File: config.mk
export PLATFORM = sky130hd
export DESIGN_NAME = dm_arbiter
export DESIGN_NICKNAME = d
export VERILOG_FILES = /design/src/rtl/dm_arbiter_pkg.sv /design/src/rtl/dm_byte_merge.sv /design/src/rtl/dm_arbiter.sv
export SDC_FILE = /design/constraint.sdc
export NUM_CORES = 1
export LEC_CHECK = 0
export CORE_MARGIN = 2
export CORE_UTILIZATION = 40
export CTS_CLUSTER_SIZE = 24
export DETAILED_ROUTE_END_ITERATION = 6
export PLACE_DENSITY_LB_ADDON = 0.2
export SETUP_SLACK_MARGIN = 0.15
export SLEW_MARGIN = 20
export SYNTH_ARGS = -nofsm -noshare
export SYNTH_HDL_FRONTEND = slang
export SYNTH_SLANG_ARGS = --single-unit
File: constraint.sdc
create_clock -name CLK -period 10.53 [get_ports CLK]
set_clock_uncertainty 0.2 [all_clocks]
set_input_delay 3.159 -clock CLK [delete_from_list [all_inputs] [get_ports CLK]]
set_output_delay 3.159 -clock CLK [all_outputs]
set_load 0.03 [all_outputs]
File: src/rtl/dm_arbiter_pkg.sv
// Shared encodings for the data-memory arbiter and its byte-merge helper.
// Imported by the arbiter top and the merge sub-module.
package dm_arbiter_pkg;

    typedef enum logic [1:0] {
        ST_IDLE  = 2'd0,
        ST_XFER  = 2'd1,
        ST_MERGE = 2'd2,
        ST_ACK   = 2'd3
    } state_t;

    typedef enum logic {
        OWN_C = 1'b0,
        OWN_D = 1'b1
    } owner_t;

    localparam int BYTE_W = 8;

endpackage

File: src/rtl/dm_byte_merge.sv
// Combinational per-byte select between an existing word and new store data.
// Also used for sub-word store support in the memory-access stage.
module dm_byte_merge
    import dm_arbiter_pkg::*;
#(
    parameter int DW = 32
) (
    input  logic [DW-1:0]        i_old,
    input  logic [DW-1:0]        i_new,
    input  logic [DW/BYTE_W-1:0] i_be,
    output logic [DW-1:0]        o_merged
);

    always_comb begin
        o_merged = i_old;
        for (int i = 0; i < DW / BYTE_W; i++) begin
            if (i_be[i]) begin
                o_merged[BYTE_W*i +: BYTE_W] = i_new[BYTE_W*i +: BYTE_W];
            end
        end
    end

endmodule

File: src/rtl/dm_arbiter.sv
// Two-requester arbiter for the single-port data memory; partial writes are
// performed as read-modify-write because the memory only has a word write enable.
module dm_arbiter
    import dm_arbiter_pkg::*;
#(
    parameter int DW         = 32,
    parameter int AW         = 32,
    parameter int FIXED_PRIO = 0
) (
    input  logic            CLK,
    input  logic            RST,
    input  logic            c_req,
    input  logic            c_we,
    input  logic [AW-1:0]   c_addr,
    input  logic [DW-1:0]   c_wdata,
    input  logic [DW/8-1:0] c_be,
    output logic            c_ack,
    output logic [DW-1:0]   c_rdata,
    input  logic            d_req,
    input  logic            d_we,
    input  logic [AW-1:0]   d_addr,
    input  logic [DW-1:0]   d_wdata,
    input  logic [DW/8-1:0] d_be,
    output logic            d_ack,
    output logic [DW-1:0]   d_rdata,
    output logic            dm_we,
    output logic [AW-1:0]   dm_addr,
    output logic [DW-1:0]   dm_din,
    input  logic [DW-1:0]   dm_dout,
    output logic            busy
);

    localparam int            BW        = DW / 8;
    localparam logic [BW-1:0] BE_FULL   = '1;
    localparam logic [AW-1:0] WORD_MASK = {{(AW-2){1'b1}}, 2'b00};

    state_t          r_state;
    state_t          w_state_nxt;
    owner_t          r_owner;
    owner_t          r_last_owner;
    owner_t          w_grant_owner;
    logic            w_grant;
    logic            r_we;
    logic [AW-1:0]   r_addr;
    logic [DW-1:0]   r_wdata;
    logic [BW-1:0]   r_be;
    logic [DW-1:0]   r_merge_q;
    logic [DW-1:0]   r_c_rdata;
    logic [DW-1:0]   r_d_rdata;
    logic [DW-1:0]   w_merged;

    dm_byte_merge #(.DW(DW)) u_merge (
        .i_old    (dm_dout),
        .i_new    (r_wdata),
        .i_be     (r_be),
        .o_merged (w_merged)
    );

    always_comb begin
        w_state_nxt   = r_state;
        w_grant       = 1'b0;
        w_grant_owner = OWN_C;
        dm_we         = 1'b0;
        dm_addr       = '0;
        dm_din        = '0;
        case (r_state)
            ST_IDLE: begin
                // On a tie, round-robin hands the slot to whoever did not go last.
                if (c_req && d_req) begin
                    w_grant       = 1'b1;
                    w_grant_owner = ((FIXED_PRIO != 0) || (r_last_owner == OWN_D)) ? OWN_C : OWN_D;
                end else if (c_req) begin
                    w_grant       = 1'b1;
                    w_grant_owner = OWN_C;
                end else if (d_req) begin
                    w_grant       = 1'b1;
                    w_grant_owner = OWN_D;
                end
                if (w_grant) begin
                    w_state_nxt = ST_XFER;
                end
            end
            ST_XFER: begin
                dm_addr     = r_addr;
                w_state_nxt = ST_ACK;
                if (r_we) begin
                    if (r_be == BE_FULL) begin
                        dm_we  = 1'b1;
                        dm_din = r_wdata;
                    end else if (r_be != '0) begin
                        w_state_nxt = ST_MERGE;
                    end
                end
            end
            ST_MERGE: begin
                dm_addr     = r_addr;
                dm_we       = 1'b1;
                dm_din      = r_merge_q;
                w_state_nxt = ST_ACK;
            end
            ST_ACK: begin
                w_state_nxt = ST_IDLE;
            end
            default: begin
                w_state_nxt = ST_IDLE;
            end
        endcase
    end

    always_ff @(posedge CLK or posedge RST) begin
        if (RST) begin
            r_state      <= ST_IDLE;
            r_owner      <= OWN_C;
            r_last_owner <= OWN_D;
            r_c_rdata    <= '0;
            r_d_rdata    <= '0;
        end else begin
            r_state <= w_state_nxt;
            if (w_grant) begin
                r_owner <= w_grant_owner;
            end
            if (r_state == ST_XFER && !r_we) begin
                if (r_owner == OWN_C) begin
                    r_c_rdata <= dm_dout;
                end else begin
                    r_d_rdata <= dm_dout;
                end
            end
            if (r_state == ST_ACK) begin
                r_last_owner <= r_owner;
            end
        end
    end

    // Transaction payload is only consumed while busy, so it needs no reset.
    always_ff @(posedge CLK) begin
        if (w_grant) begin
            if (w_grant_owner == OWN_C) begin
                r_we    <= c_we;
                r_addr  <= c_addr & WORD_MASK;
                r_wdata <= c_wdata;
                r_be    <= c_be;
            end else begin
                r_we    <= d_we;
                r_addr  <= d_addr & WORD_MASK;
                r_wdata <= d_wdata;
                r_be    <= d_be;
            end
        end
        if (r_state == ST_XFER) begin
            r_merge_q <= w_merged;
        end
    end

    assign c_ack   = (r_state == ST_ACK) && (r_owner == OWN_C);
    assign d_ack   = (r_state == ST_ACK) && (r_owner == OWN_D);
    assign c_rdata = r_c_rdata;
    assign d_rdata = r_d_rdata;
    assign busy    = (r_state != ST_IDLE);

endmodule

==> results.ini <==
[clocking]
htreeDepth=4
postCtsSetupBuffers=0
cts.path.max_buffers=2
clock_latency_ns=0.42
numCtsBuffers=17
clkSinkCount=167
cts.clk_slew.worst_paths_ns=0.07
ctsHoldBuffers=0
cts_tree=built
cts_root_buffer=clkbuf_16
ctsResizeCount=0

[layout]
final_common_cell=clkdlybuf4s50_1
multiInputGateArea_sq_um=2880
drive_above_1_share_pct=24.6
seq_area_sq_um=4680
nets=958
nFillCells=1543
area_delta_synth_final_pct=47.0
final_cell_mix=clkdlybuf4s50_1 (299), mux2_2 (116), edfxtp_1 (99), dfrtp_1 (67), nor2b_1 (33)
final_cells=1057
n_antenna_cell=0

[critical_path]
setup.worst_path.start=r_state[1]
cpLargestDelayFamily=simple AND/OR/NAND/NOR gates
rrSetupSlack_ns=7.47
path_buf_inv=2
crit_path_max_fanout=36
critPathRequiredTime_ns=7.17
critPathSlowestCell=ha_2
startpoint_type=register
cp_data_arrival_time_ns=3.77
cp-end-kind=output port
crit_end=dm_din[28]
crit_type=reg -> out
max_stage_delay_ns=0.88
r2r-end=r_wdata[30]
r2r-start=r_state[0]
cp_cell_sequence=inv_1 > ha_2 > and2_2 > a32oi_1 > nor2b_1 > clkdlybuf4s50_1
r2r_cells=6
cp.depth=6

[die]
rows=51
dieArea_sq_um=20700
ios=306
die_h_um=144
start_util_pct=40.6
core_region_area_sq_um=19300
chipWidth_um=144

[synth]
avgSynthCellArea_sq_um=15.8
synthCells=496
ys_seq_elements=167
synth_warnings=0
yosysUniqueCellTypes=33
netlist_area_sq_um=7840
synth-seq-area-share_pct=59.6

[global_route]
grt_first_pass_wirelength_um=30600
grtUsageTotal_pct=19.6
grt_overflow=0
grt_antenna_before_repair=0
grt_max_degree=69
grt_pass1_vias=5480

[drt]
drt-initial-drc-count=151
drc=0
totalWireLength_um=20600
wl_per_cell_um=19.5
ant_nets=0
vias_per_cell=4.98
dr_total_vias=5262
firstDrtPassIters=4

[sta]
rsz0062_at_grt=no
slew_violations=0
setup_viol=0
hold_viol=0
max_freq_mhz=140
final.period_utilization_pct=67.7
worst_pin_slew_ns=1.03
min_period_ns=7.13
tns_ns=0
slew_headroom_pct=31.5

[placement]
hpwl_um=14200
io_buffer_count=299
gp_congestion=0.767
placedCellCount=1025

[min_path]
hold_class=reg -> reg

[run_status]
outcome=finished, final reports clean

[power]
ir_drop_uv=199
power.density_nw_per_um2=309
leakagePower_nw=4.18

[job]
drv_cap=0

==> worst min path at each step <==
stage | from | to | cells past startpoint
final | d_rdata[24] | d_rdata[24] | 1
after global routing | d_rdata[18] | d_rdata[18] | 1
after CTS | d_rdata[11] | d_rdata[11] | 1
after detailed placement | d_rdata[28] | d_rdata[28] | 1
after global placement | d_rdata[16] | d_rdata[16] | 1
after floorplan | r_wdata[0] | r_merge_q[0] | 1
==> flip-flops by register name, summed over array words and instances (netlist names) <==
signal        count
c_rdata          32
d_rdata          32
r_merge_q        32
r_wdata          32
r_addr           30
r_be              4
r_state           2
r_last_owner      1
r_owner           1
r_we              1
==> kinds of logic (layout without fill, tap and decap cells) <==
logic type / after synthesis / after routing / share of synthesized area, %
buffers and inverters: 45 / 340 / 4.13
multiplexers: 165 / 165 / 25.1
other: 1 / 2 / 0.0478
AND/OR/NAND/NOR: 75 / 75 / 6.01
adder cells (fa/ha/maj): 5 / 5 / 0.798
flip-flops: 167 / 167 / 59.6
AO/OA/AOI/OAI: 38 / 38 / 4.26
==> power breakdown <==
| group | internal, mW | total (mW) | switching, mW |
|---|---|---|---|
| registers | 0.995 | 1.12 | 0.126 |
| logic | 0.816 | 1.81 | 0.990 |
| clock network | 0.372 | 0.636 | 0.264 |
| total | 2.18 | 3.56 | 1.38 |
==> worst reg2reg max path: stages (launching register included) <==
cell and delay, ns:
dfrtp_1 0.40, inv_1 0.17, ha_2 0.22, nand2_1 0.09, a21oi_4 0.58, buf_4 0.64
mux2_2 0.50
==> per-stage QoR <==
step	area, sq um	setup slack, ns	power (mW)	util (%)	hold slack, ns
after floorplan	7850	3.78	2.23	-	0.350
after CTS	11500	3.36	3.61	59.6	0.307
final	11500	3.40	3.56	59.6	0.307
after global routing	11500	3.19	3.73	59.6	0.313
after detailed placement	10900	3.82	2.96	56.5	0.293
after global placement	10900	3.96	2.92	56.5	0.289
==> synthesized netlist by cell type (all sizes together) <==
master | instances | area, sq um
a21oi | 2 | 13.8
a22oi | 1 | 12.5
a32oi | 32 | 280
and2 | 32 | 200
and2b | 1 | 7.51
and3 | 1 | 11.3
and4 | 1 | 11.3
buf | 29 | 264
clkbuf | 10 | 37.5
conb | 1 | 3.75
dfrtp | 67 | 1680
dfstp | 1 | 26.3
edfxtp | 99 | 2970
ha | 5 | 62.6
inv | 6 | 22.5
mux2 | 165 | 1970
nand2 | 1 | 3.75
nand3 | 1 | 5.00
nor2 | 2 | 7.51
nor2b | 33 | 206
nor3 | 1 | 5.00
nor3b | 1 | 7.51
nor4 | 1 | 6.26
o21bai | 2 | 15.0
o31ai | 1 | 12.5
==> cell type report <==
class / instances / area share [%]
Timing Repair Buffer: 302 / 26.1
Inverter: 6 / 0.195
Clock buffer: 20 / 4.05
Sequential cell: 167 / 40.5
Tap cell: 265 / 2.88
Clock inverter: 12 / 1.19
Multi-Input combinational cell: 285 / 25.0
==> layer usage <==
| layer | up-vias | share of wire [%] | routed length (um) | GRT usage (%) |
|---|---|---|---|---|
| met5 | - | 0 | 0 | 0 |
| met3 | 17 | 7.4 | 1520 | 6.09 |
| met2 | 202 | 51 | 10500 | 35.0 |
| li1 | 2415 | - | - | - |
| met1 | 2628 | 40 | 8290 | 23.2 |
| met4 | 0 | 1.3 | 269 | 4.70 |
(Power assumes the default switching activity.)
